File: config.mk
export PLATFORM = sky130hd
export DESIGN_NAME = ysyx_25030081_ifu
export DESIGN_NICKNAME = d
export VERILOG_FILES = /design/src/rtl/ysyx_25030081_ifu.sv
export SDC_FILE = /design/constraint.sdc
export NUM_CORES = 1
export LEC_CHECK = 0
export BUFFER_PORTS_ARGS = -buffer_cell sky130_fd_sc_hd__clkbuf_2
export CORE_UTILIZATION = 32
export CTS_BUF_LIST = sky130_fd_sc_hd__clkbuf_4 sky130_fd_sc_hd__clkbuf_8
export DETAILED_ROUTE_END_ITERATION = 16
export HOLD_SLACK_MARGIN = 0.08
export PLACE_DENSITY = 0.58
export SLEW_MARGIN = 30
export SYNTH_ARGS = -nofsm -noshare
export SYNTH_HDL_FRONTEND = slang
export SYNTH_SLANG_ARGS = --single-unit
File: constraint.sdc
create_clock -name clk -period 5.1 [get_ports clk]
set_clock_uncertainty 0.05 [all_clocks]
set_input_delay 0.51 -clock clk [delete_from_list [all_inputs] [get_ports clk]]
set_output_delay 0.51 -clock clk [all_outputs]
set_load 0.03 [all_outputs]
File: src/rtl/ysyx_25030081_ifu.sv
// ysyx_25030081_ifu: single-outstanding instruction fetch unit with redirect flush
module ysyx_25030081_ifu #(
  parameter int DATA_WIDTH = 32,
  parameter int ADDR_WIDTH = 32,
  parameter logic [ADDR_WIDTH-1:0] RESET_PC = 32'h8000_0000
) (
  input  logic                  clk,
  input  logic                  rst,
  input  logic                  redirect_valid,
  input  logic [ADDR_WIDTH-1:0] redirect_pc,
  output logic                  imem_req_valid,
  input  logic                  imem_req_ready,
  output logic [ADDR_WIDTH-1:0] imem_req_addr,
  input  logic                  imem_rsp_valid,
  input  logic [DATA_WIDTH-1:0] imem_rsp_data,
  output logic                  inst_valid,
  input  logic                  inst_ready,
  output logic [DATA_WIDTH-1:0] inst,
  output logic [ADDR_WIDTH-1:0] inst_pc
);
  typedef enum logic [1:0] {S_REQ, S_WAIT, S_OUT} state_e;
  state_e state_q;
  logic [ADDR_WIDTH-1:0] pc_q, pc_d, inst_pc_q;
  logic [DATA_WIDTH-1:0] inst_q;
  logic drop_q;
  logic unused_lsb;
  assign unused_lsb     = ^redirect_pc[1:0];
  assign imem_req_valid = (state_q == S_REQ) && !rst;
  assign imem_req_addr  = pc_q;
  assign inst_valid     = (state_q == S_OUT) && !redirect_valid && !rst;
  assign inst           = inst_q;
  assign inst_pc        = inst_pc_q;
  // Next PC: a redirect always wins, otherwise step past an instruction decode has taken
  always_comb
    pc_d = redirect_valid ? {redirect_pc[ADDR_WIDTH-1:2], 2'b00}
         : (inst_valid && inst_ready) ? pc_q + ADDR_WIDTH'(4) : pc_q;
  // Fetch FSM; drop marks an in-flight response that belongs to a superseded PC
  always_ff @(posedge clk) begin
    if (rst) begin
      state_q   <= S_REQ;
      pc_q      <= RESET_PC;
      drop_q    <= 1'b0;
      inst_q    <= '0;
      inst_pc_q <= '0;
    end else begin
      pc_q <= pc_d;
      case (state_q)
        S_REQ:
          if (imem_req_ready) begin
            state_q <= S_WAIT;
            drop_q  <= redirect_valid;
          end
        S_WAIT:
          if (imem_rsp_valid && (drop_q || redirect_valid)) begin
            state_q <= S_REQ;
            drop_q  <= 1'b0;
          end else if (imem_rsp_valid) begin
            inst_q    <= imem_rsp_data;
            inst_pc_q <= pc_q;
            state_q   <= S_OUT;
          end else if (redirect_valid) begin
            drop_q <= 1'b1;
          end
        S_OUT:
          if (redirect_valid || inst_ready) state_q <= S_REQ;
        default: state_q <= S_REQ;
      endcase
    end
  end
endmodule
==> results_dict.tcl <==
set metrics [dict create \
    cp.arrival_ps 2610 \
    final_nets 735 \
    ir_drop_v 0.000130 \
    dieHeight_um 116 \
    htreeDepth 3 \
    hold_buffers 0 \
    cts_tree "yes" \
    post_cts_resized 0 \
    synth-compound-area-share_pct 17.7 \
    boundaryPins 168 \
    reg2reg_to "imem_req_addr[14]" \
    grt_remaining_overflow 0 \
    cts.sinks 95 \
    setup_viol 0 \
    yosysSeqAreaShare_pct 45.7 \
    worst_slew_pin_slew_ps 760 \
    synth_fa_ha_area_share_pct 0.301 \
    synth_xor_area_share_pct 2.32 \
    grt_use_met3_pct 3.19 \
    synthCells 528 \
    drc_errors 0 \
    grt_max_degree 98 \
    p_leak_nw 2.16 \
    layout-drive-gt1-share_pct 30.5 \
    numPortBuffers 161 \
    start_kind "input pin" \
    seq_area_mm2 0.00190 \
    drtPass1Iterations 4 \
    maxCapViolations 0 \
    synth.avg_cell_area_um2 7.87 \
    synth_top_family_by_area "simple AND/OR/NAND/NOR gates" \
    hold-path-cell-count 3 \
    rsz0062_at_grt "false" \
    busiest_layer "met2" \
    num_rows 41 \
    die_area_mm2 0.0135 \
    maxSlewViolCount 0 \
    worst_ep_required_time_ps 5350 \
    postCtsSetupRepairBufs 0 \
    root_buffer "clkbuf_8" \
    path_max_fanout 31 \
    core-area_mm2 0.0126 \
    async_flop_share_pct 0 \
    powerDensity_mw_per_mm2 296 \
    grt_pass1_vias 3695 \
    synthSimpleGateAreaFrac_pct 28.1 \
    first_iter_violations 178 \
    critPathKind "input pin to flip-flop" \
    ys.warnings.count 0 \
    r2r_start "state_q[1]" \
    synthToLayoutAreaGrowth_pct 27.2 \
    initial_utilization_pct 32.9 \
    gp_congestion 0.786 \
    muxShareOfSynthArea_pct 0.481 \
    fill_cells 1325 \
    multiInputGateArea_mm2 0.00206 \
    fin_setup_tns_ps 0 \
    ys_types 59 \
    grtUsageMet1_pct 22.7 \
    via_per_inst 4.88 \
    worstSetupStartpoint "redirect_valid" \
    hold_ws_ps 293 \
    critPathCapture "imem_req_addr[16]" \
    ys_seq_elements 95 \
    post-route-min-period_ps 2360 \
    dp_hpwl_mm 8.16 \
    wl_per_cell_um 14.0 \
    worstHoldPathType "input pin to flip-flop" \
    fin_crit_sh_pct 46.4 \
    hold_viol_final 0 \
    grt_usage_pct 17.4 \
    worstRegToRegCells 5 \
    clock_latency_ps 380 \
    grt_first_pass_wirelength_mm 18.1 \
    antenna_cells 0 \
    wirelength_mm 11.8 \
    antenna_found_initial 0 \
    path_clk_slew_ps 90 \
    cts_buffers 9 \
    status "completed" \
    synth_area_mm2 0.00416 \
    synth_edf_count 0 \
    num_vias 4100 \
    fmax_ghz 0.423 \
    worst_setup_path_end_kind "flip-flop" \
    die_w_um 116 \
    grt_use_met2_pct 27.7 \
    ys.flop_type "dfxtp_1" \
    slew_headroom_pct 49.4 \
    ant_nets 0 \
    cts_max_path_buffers 2 \
    r2r_slack_ps 2830 \
]
[worst max-delay path: stages]
cell and delay, ps:
clkbuf_2 390, or2_1 450, nor2_1 580, nand2_1 140, or3_1 370, a31oi_1 170
[layout by cell type, fill, tap and decap left out, drive strengths merged, types with 9 or more instances in the layout]
master / count
clkbuf: 172
a21oi: 79
dfxtp: 95
nor3: 12
inv: 10
nand4: 11
a31oi: 9
nor2: 29
nand2: 146
nand3: 14
[worst min path at each step]
stage | start | endpoint | slack (ps)
after floorplan | state_q[1] | state_q[0] | 500
after global placement | inst_pc[4] | inst_pc[4] | 390
after detailed placement | inst_pc[6] | inst_pc[6] | 400
after CTS | imem_rsp_data[23] | inst[23] | 270
after global routing | imem_rsp_data[26] | inst[26] | 270
final | imem_rsp_data[23] | inst[23] | 290
[state kept, by name (all words and copies together) (netlist names)]
| name | cells |
|---|---|
| drop_q | 1 |
| imem_req_addr | 30 |
| inst | 32 |
| inst_pc | 30 |
| state_q | 2 |
[metal layers]
layer	share of wire, %	up-vias
li1	-	2083
met4	2.0	0
met1	47	1908
met5	0	-
met2	47	96
met3	4.1	13
[power by group]
part	leakage [nW]	internal (mW)	switching, mW
Sequential	0.773	0.765	0.0342
Clock	0.119	0.317	0.272
Combinational	1.27	0.0606	0.118
[synth_stat cells, types with 2 or more instances]
master | number | area (µm²)
nand4_4 | 2 | 42.5
buf_2 | 4 | 20.0
a222oi_1 | 2 | 20.0
a31oi_1 | 9 | 56.3
nand4_1 | 8 | 50.1
inv_1 | 10 | 37.5
a21o_1 | 2 | 15.0
dfxtp_1 | 95 | 1900
and3_1 | 3 | 18.8
or3_1 | 4 | 25.0
a32oi_1 | 3 | 26.3
nor4_1 | 5 | 31.3
o311ai_0 | 2 | 17.5
nor4_2 | 2 | 25.0
xor2_1 | 4 | 35.0
nand2_1 | 145 | 544
nor2_1 | 29 | 109
clkbuf_1 | 31 | 116
nand3_1 | 13 | 65.1
a21oi_1 | 79 | 395
clkbuf_2 | 2 | 10.0
a211oi_2 | 2 | 25.0
nor3_1 | 10 | 50.1
o21ai_0 | 8 | 40.0
mux2i_1 | 2 | 20.0
a211oi_1 | 6 | 45.0
a311oi_1 | 2 | 17.5
buf_4 | 4 | 30.0
xnor2_1 | 7 | 61.3
or4_4 | 2 | 22.5
or2_2 | 3 | 18.8
[final cells by class]
cell class / count / share of cell area, %
Sequential cell: 95 / 36.0
Timing Repair Buffer: 164 / 15.8
Tap cell: 172 / 4.07
Inverter: 10 / 0.710
Clock inverter: 4 / 1.44
Clock buffer: 12 / 3.12
Multi-Input combinational cell: 384 / 38.9
[cells by family (layout without fill, tap and decap cells)]
group                      after synthesis  count (layout)
and+or+nand+nor                        242             242
AOI/OAI and AO/OA                      124             124
DFF                                     95              95
buffers and inverters                   52             190
xor gates and xnor gates                11              11
muxes                                    2               2
adders and majority gates                1               1
other                                    1               4
[per-stage QoR]
step                      worst slack [ps]  instances  total power [mW]  utilization, %  area (µm²)
final                                 2740        841              1.57            41.9        5290
after global routing                  2590        841              1.64            41.9        5290
after CTS                             2620        841              1.59            41.9        5290
after detailed placement              2290        825             0.996            40.0        5040
after global placement                2330        825             0.992            40.0        5040
after floorplan                       2930        531             0.928               -        4170
No activity file was read; power rests on OpenSTA's default activity.
